--- src/rtl/int_iq_age_matrix_selector.sv ---
// Integer issue-queue selector: exact age-matrix oldest-first picking for two
// issue ports, with a ctrl-starvation guard on port 0 and a muldiv issue lock.
module int_iq_age_matrix_selector #(
  parameter int IQ_NUM          = 8,
  parameter int IQ_W            = $clog2(IQ_NUM),
  parameter int MULDIV_LOCK_CYC = 3,
  parameter int STARVE_LIMIT    = 4
) (
  input  logic              clk,
  input  logic              rst,
  input  logic [IQ_NUM-1:0] entry_valid,
  input  logic [IQ_NUM-1:0] entry_ready,
  input  logic [IQ_NUM-1:0] entry_is_ctrl,
  input  logic [IQ_NUM-1:0] entry_is_muldiv,
  input  logic [IQ_NUM-1:0] entry_is_critical,
  input  logic [IQ_W-1:0]   dispatch_idx0,
  input  logic [IQ_W-1:0]   dispatch_idx1,
  input  logic              dispatch_valid0,
  input  logic              dispatch_valid1,
  input  logic              muldiv_busy,
  input  logic              recovery_flush,
  input  logic              non_posion_issue,
  input  logic              replay_issue_first,
  input  logic              issue_replay,
  input  logic              branch_miss_flush,
  input  logic              load_wake_up_kill,
  input  logic              replay_issue_muldiv,
  output logic              muldiv_issuable,
  output logic [IQ_W-1:0]   issue_idx0,
  output logic [IQ_W-1:0]   issue_idx1,
  output logic              issue_valid0,
  output logic              issue_valid1
);

  localparam int MC_W = $clog2(MULDIV_LOCK_CYC + 1);
  localparam int ST_W = $clog2(STARVE_LIMIT + 1);

  // older[j][i] = 1 means slot j is older than slot i
  logic [IQ_NUM-1:0][IQ_NUM-1:0] older;
  logic [IQ_NUM-1:0][IQ_NUM-1:0] older_nxt;
  logic [MC_W-1:0]               muldiv_cnt;
  logic [MC_W-1:0]               muldiv_cnt_nxt;
  logic [ST_W-1:0]               starve_cnt;
  logic [ST_W-1:0]               starve_cnt_nxt;

  logic              issue_lock;
  logic              md_ok;
  logic              p0_ctl;
  logic [IQ_NUM-1:0] elig;
  logic [IQ_NUM-1:0] alu_set;
  logic [IQ_NUM-1:0] ctl_set;
  logic [IQ_NUM-1:0] md_set;
  logic [IQ_NUM-1:0] alu_rest;
  logic [IQ_W:0]     alu0;
  logic [IQ_W:0]     alu1;
  logic [IQ_W:0]     ctl0;
  logic [IQ_W:0]     md0;

  // Returns {valid, idx} of the member of set with no older member in set.
  function automatic logic [IQ_W:0] pick_oldest(
    input logic [IQ_NUM-1:0]             set,
    input logic [IQ_NUM-1:0][IQ_NUM-1:0] m
  );
    logic [IQ_W:0] r;
    logic          blocked;
    r = '0;
    for (int i = IQ_NUM - 1; i >= 0; i--) begin
      blocked = 1'b0;
      for (int j = 0; j < IQ_NUM; j++) begin
        if (j != i && set[j] && m[j][i]) blocked = 1'b1;
      end
      if (set[i] && !blocked) r = {1'b1, IQ_W'(i)};
    end
    return r;
  endfunction

  always_comb begin
    issue_lock = branch_miss_flush | load_wake_up_kill | issue_replay |
                 (non_posion_issue & replay_issue_first);
    elig     = entry_valid & entry_ready & ~({IQ_NUM{non_posion_issue}} & ~entry_is_critical);
    alu_set  = elig & ~entry_is_ctrl & ~entry_is_muldiv;
    ctl_set  = elig & entry_is_ctrl;
    md_set   = elig & entry_is_muldiv;
    alu0     = pick_oldest(alu_set, older);
    alu_rest = alu_set;
    if (alu0[IQ_W]) alu_rest[alu0[IQ_W-1:0]] = 1'b0;
    alu1     = pick_oldest(alu_rest, older);
    ctl0     = pick_oldest(ctl_set, older);
    md0      = pick_oldest(md_set, older);
  end

  always_comb begin
    md_ok  = (muldiv_cnt == '0) & ~muldiv_busy;
    // ctrl owns port 0 until the displaced ALU entry has waited long enough
    p0_ctl = ctl0[IQ_W] & ((starve_cnt < ST_W'(STARVE_LIMIT)) | ~alu0[IQ_W]);

    muldiv_issuable = ~rst & md_ok;
    issue_valid0    = ~rst & ~issue_lock & (ctl0[IQ_W] | alu0[IQ_W]);
    issue_idx0      = p0_ctl ? ctl0[IQ_W-1:0] : alu0[IQ_W-1:0];
    if (md0[IQ_W] && md_ok) begin
      issue_valid1 = ~rst & ~issue_lock;
      issue_idx1   = md0[IQ_W-1:0];
    end else if (p0_ctl) begin
      issue_valid1 = ~rst & ~issue_lock & alu0[IQ_W];
      issue_idx1   = alu0[IQ_W-1:0];
    end else begin
      issue_valid1 = ~rst & ~issue_lock & alu1[IQ_W];
      issue_idx1   = alu1[IQ_W-1:0];
    end
  end

  always_comb begin
    older_nxt = older;
    if (dispatch_valid0) older_nxt[dispatch_idx0] = '0;
    if (dispatch_valid1) older_nxt[dispatch_idx1] = '0;
    for (int j = 0; j < IQ_NUM; j++) begin
      if (dispatch_valid0 && IQ_W'(j) != dispatch_idx0) older_nxt[j][dispatch_idx0] = 1'b1;
      if (dispatch_valid1 && IQ_W'(j) != dispatch_idx1) older_nxt[j][dispatch_idx1] = 1'b1;
    end
    // instr1 is younger than instr0 within the same dispatch group
    if (dispatch_valid0 && dispatch_valid1) older_nxt[dispatch_idx1][dispatch_idx0] = 1'b0;

    if (issue_lock) begin
      starve_cnt_nxt = starve_cnt;
    end else if (ctl0[IQ_W] && alu0[IQ_W] && p0_ctl) begin
      starve_cnt_nxt = (starve_cnt == ST_W'(STARVE_LIMIT)) ? starve_cnt : starve_cnt + ST_W'(1);
    end else begin
      starve_cnt_nxt = '0;
    end

    if (muldiv_cnt == MC_W'(MULDIV_LOCK_CYC) && !muldiv_busy) begin
      muldiv_cnt_nxt = '0;
    end else if (load_wake_up_kill) begin
      muldiv_cnt_nxt = (muldiv_cnt != '0) ? MC_W'(1) : '0;
    end else if (recovery_flush || (non_posion_issue && replay_issue_first)) begin
      muldiv_cnt_nxt = muldiv_cnt;
    end else if (muldiv_cnt != '0) begin
      muldiv_cnt_nxt = (muldiv_cnt == MC_W'(MULDIV_LOCK_CYC)) ? muldiv_cnt : muldiv_cnt + MC_W'(1);
    end else if ((md0[IQ_W] && !muldiv_busy && !issue_lock) ||
                 (replay_issue_muldiv && issue_replay)) begin
      muldiv_cnt_nxt = MC_W'(1);
    end else begin
      muldiv_cnt_nxt = muldiv_cnt;
    end
  end

  always_ff @(posedge clk) begin
    if (rst) begin
      older      <= '0;
      muldiv_cnt <= '0;
      starve_cnt <= '0;
    end else begin
      older      <= older_nxt;
      muldiv_cnt <= muldiv_cnt_nxt;
      starve_cnt <= starve_cnt_nxt;
    end
  end

endmodule

--- config.mk ---
export PLATFORM = sky130hd
export DESIGN_NAME = int_iq_age_matrix_selector
export DESIGN_NICKNAME = d
export VERILOG_FILES = /design/src/rtl/int_iq_age_matrix_selector.sv
export SDC_FILE = /design/constraint.sdc
export NUM_CORES = 1
export LEC_CHECK = 0
export ABC_AREA = 1
export CAP_MARGIN = 20
export CORE_MARGIN = 1.5
export CORE_UTILIZATION = 45
export DETAILED_ROUTE_END_ITERATION = 7
export PLACE_DENSITY_LB_ADDON = 0.25
export SYNTH_ARGS = -nofsm -noshare
export SYNTH_HDL_FRONTEND = slang
export SYNTH_SLANG_ARGS = --single-unit
--- constraint.sdc ---
create_clock -name clk -period 7.2 [get_ports clk]
set_clock_uncertainty 0.05 [all_clocks]
set_input_delay 0.72 -clock clk [delete_from_list [all_inputs] [get_ports clk]]
set_output_delay 0.72 -clock clk [all_outputs]
set_load 0.01 [all_outputs]
==> impl_summary.log <==
INFO  metric critPathLaunch = non_posion_issue
INFO  metric placement.io_buffers = between 60 and 70
INFO  metric crit-reg2reg-launch = older[48]
INFO  metric report.power.total = between 0.001 and 0.0015 W
INFO  metric crit_path_frequent_cell = sky130_fd_sc_hd__nand2_1
INFO  metric cp_slowest_stage_delay = approximately 0.80 ns
INFO  metric gpl.final_weighted_congestion = between 1 and 1.5
INFO  metric number_of_design_rule_violations_left_after_detail_routing = 0
INFO  metric reg2regPathDepth = 14
INFO  metric finalCritPeriodShare = 76.4%
INFO  metric post-cts-setup-buffer-count = 0
INFO  metric critical_path.reg2reg.endpoint = starve_cnt[0]
INFO  metric io-pin-count = 67
INFO  metric synth_nets = 921
INFO  metric min_from = older[60]
INFO  metric drv.max_cap_violation_count = 0
INFO  metric placementRows = 39
INFO  metric period_needed = between 5 and 6 ns
INFO  metric fin_area = 0.00632 mm²
INFO  metric crit_fanout = 14
INFO  metric cellLeakagePower = 2.69 nW
INFO  metric final_hold_viol_count = 0
INFO  metric power.clock.fraction = 41.5%
INFO  metric p_int = between 0.0007 and 0.0008 W
INFO  metric detailedPlace.worstSlack = ~1.7 ns
INFO  metric crit_path_end_kind = output port
INFO  metric routed_wl = between 20000 and 25000 µm
INFO  metric crit_arrival = 4.73 ns
INFO  metric clk_latency_worst_skew_pair = around 0.33 ns
INFO  metric dieWidth = between 100 and 150 µm
INFO  metric synth_top_area_cell = sky130_fd_sc_hd__dfxtp_1
INFO  metric core_area = 0.0114 mm²
INFO  metric area_growth = 21.1%
INFO  metric placement.cell_area = 0.00601 mm²
INFO  metric worst-endpoint-required = roughly 6.4 ns
INFO  metric ys_top_cells_by_area = sky130_fd_sc_hd__dfxtp_1 23%, sky130_fd_sc_hd__nand2_1 16%, sky130_fd_sc_hd__inv_1 9.1%, sky130_fd_sc_hd__a221oi_1 7.1%, sky130_fd_sc_hd__a21oi_1 6.4%
INFO  metric first_global_vias = roughly 6200
INFO  metric cts-root-buf = sky130_fd_sc_hd__clkbuf_16
INFO  metric fin_tns_setup = 0 ns
INFO  metric timing.critical_path.from_type = primary input
INFO  metric synth.distinct_cells = 40
INFO  metric mostFrequentLayoutCells = 229 x sky130_fd_sc_hd__nand2_1, 126 x sky130_fd_sc_hd__inv_1, 77 x sky130_fd_sc_hd__nor2_1
INFO  metric post_drt_wl_per_cell = just over 20 µm
INFO  metric power.density = 169 mW/mm²
INFO  metric power.switching = 0.000326 W
INFO  metric antenna_violations_before_repair = 0
INFO  metric worst_hold_path_type = register to register
INFO  metric count_of_routing_violations_after_the_opening_detailed_route_iteration = 712
INFO  metric dieArea = 0.0122 mm²
INFO  metric route.antenna.remaining_nets = 0
INFO  metric cts.reportedPaths.clkPinSlew = 0.05 ns
INFO  metric final_nets = between 900 and 1000
INFO  metric postSynthRegisterBits = a little over 60
INFO  metric synth.cell_area = about 0.0052 mm²
INFO  metric max_clock_freq = approximately 180 MHz
INFO  metric start_util = approximately 46%
INFO  metric detailedPlacementHpwl = approximately 17000 µm
INFO  metric finalWorstSetupSlack = around 1.7 ns
INFO  metric post_cts_hold_buffer_count = 0
INFO  metric n_antenna_cell = 0
INFO  metric hold-path-endpoint = older[60]
INFO  metric layout_commonest_cell = sky130_fd_sc_hd__nand2_1
INFO  metric r2r_setup_slack = between 4 and 5 ns
INFO  metric power_frac_seq = 36.5%
INFO  metric groute.usage.overall = a little over a third
INFO  metric critPathSlowestCell = sky130_fd_sc_hd__clkdlybuf4s50_1
INFO  metric filler_cell_count = around 1200
INFO  metric worstHoldPathCells = 2
INFO  metric synthesis.yosys.warnings = 0
INFO  metric setup_viol_count_final = 0
INFO  metric worst_ir_drop_vdd = ~0.17 mV
INFO  metric postSynth.topFlopCell = sky130_fd_sc_hd__dfxtp_1
INFO  metric max-slew-margin-rel = between 20% and 30%
INFO  metric fin_worst_hold_slack = about 0.42 ns
INFO  metric grt_start_max_net_pins = 35
INFO  metric total_grt_overflow = 0
INFO  metric detailroute.via_count = ~6400
INFO  metric grt_pass1_wl = 33600 µm
INFO  metric tritoncts_num_sinks = 61
INFO  metric rsz_0062_raised_after_global_routing = false
INFO  metric clock_tree.htree_level_count = 3
INFO  metric slew_at_the_pin_with_the_worst_max_slew_slack = approximately 1.1 ns
INFO  metric combinationalPowerShare = a little over a fifth
INFO  metric final_report_max_slew_violation_count = 0
INFO  metric syn-instance-count = roughly 860
INFO  metric synth.yosys.seq_area_share = 23.4%
INFO  metric top_area_cell_type_share_of_the_netlist_area = 23.4%
INFO  metric clk_path_buf_depth = 2
INFO  metric p_sw_share = approximately 30%
INFO  metric synthArstFlopShare = 0%
INFO  metric tritoncts.num_buffers = 9
INFO  metric outcome = finished, final reports clean
INFO  metric drt_first_pass_iters = 6
INFO  metric die_height = about 110 µm
INFO  metric clock_tree_from_tritoncts = yes
INFO  metric route.detailed.vias_per_inst = about 6
INFO  metric synth_edf_count = 0
INFO  metric syn-mean-instance-area = just over 6 µm²
INFO  metric postCtsResizedCells = 0
INFO  metric drive_above_1_share = 9.92%
INFO  metric timing.setup.critical_path_class = primary input to output port
-- metal layers --
layer	vias to the layer above	GRT usage [%]	routed length, µm
met5	-	0	0
met4	0	27.5	1820
met3	117	6.78	2280
met2	413	54.1	9290
met1	2856	43.0	8220
li1	3010	-	-
-- cell type report --
cell class	count	area [µm²]	share of cell area, %
Clock inverter	4	45.0	0.713
Multi-Input combinational cell	638	3380	53.6
Tap cell	143	179	2.83
Inverter	143	539	8.54
Sequential cell	61	1220	19.3
Timing Repair Buffer	69	683	10.8
Clock buffer	12	267	4.22
-- Yosys cell counts (all sizes together) (9+ instances only) --
master and count:
nand2 258, inv 143, nor2 85, a21oi 72, o21ai 68, dfxtp 61
a221oi 42, nand3 36, o22ai 27, clkbuf 15, nor3 14, o2111ai 9
-- kinds of logic after synthesis --
| group | after synthesis | synth area share [%] |
|---|---|---|
| AND/OR/NAND/NOR | 404 | 36.4 |
| AO/OA/AOI/OAI | 230 | 27.5 |
| buffers and inverters | 160 | 11.7 |
| flip-flops | 61 | 23.4 |
| adder cells (fa/ha/maj) | 4 | 0.960 |
-- power groups by stage --
| stage | clock network, W | logic, W | registers (W) |
|---|---|---|---|
| after CTS | 0.000444 | 0.000230 | 0.000386 |
| after floorplan | 0 | 0.000140 | 0.000377 |
| after detailed placement | 0 | 0.000229 | 0.000392 |
| after global routing | 0.000460 | 0.000255 | 0.000389 |
| after global placement | 0 | 0.000230 | 0.000393 |
| final | 0.000442 | 0.000235 | 0.000389 |
-- critical path, delay by kind of cell --
family	cells	cell delay (ns)
buf+inv	6	1.75
compound gates	2	0.17
simple gates	23	2.06
-- flip-flops by register name (all words and copies together) (netlist names) --
signal and count:
older 56, starve_cnt 3, muldiv_cnt 2
-- worst max-delay path by stage --
stage          slack (ns)  cells after the start       endpoint
2_1_floorplan        3.66                     24   issue_valid1
3_3_place_gp         1.69                     31  issue_idx1[0]
3_5_place_dp         1.71                     31  issue_idx1[0]
4_1_cts              1.70                     31  issue_idx1[0]
5_1_grt              1.31                     31  issue_idx1[0]
6_report             1.70                     31  issue_idx1[0]
-- stage by stage --
step	cells	util (%)
after floorplan	859	-
after global placement	1054	52.8
after detailed placement	1054	52.8
after CTS	1070	55.6
after global routing	1070	55.6
final	1070	55.6
Power figures use the tool's default switching activity.
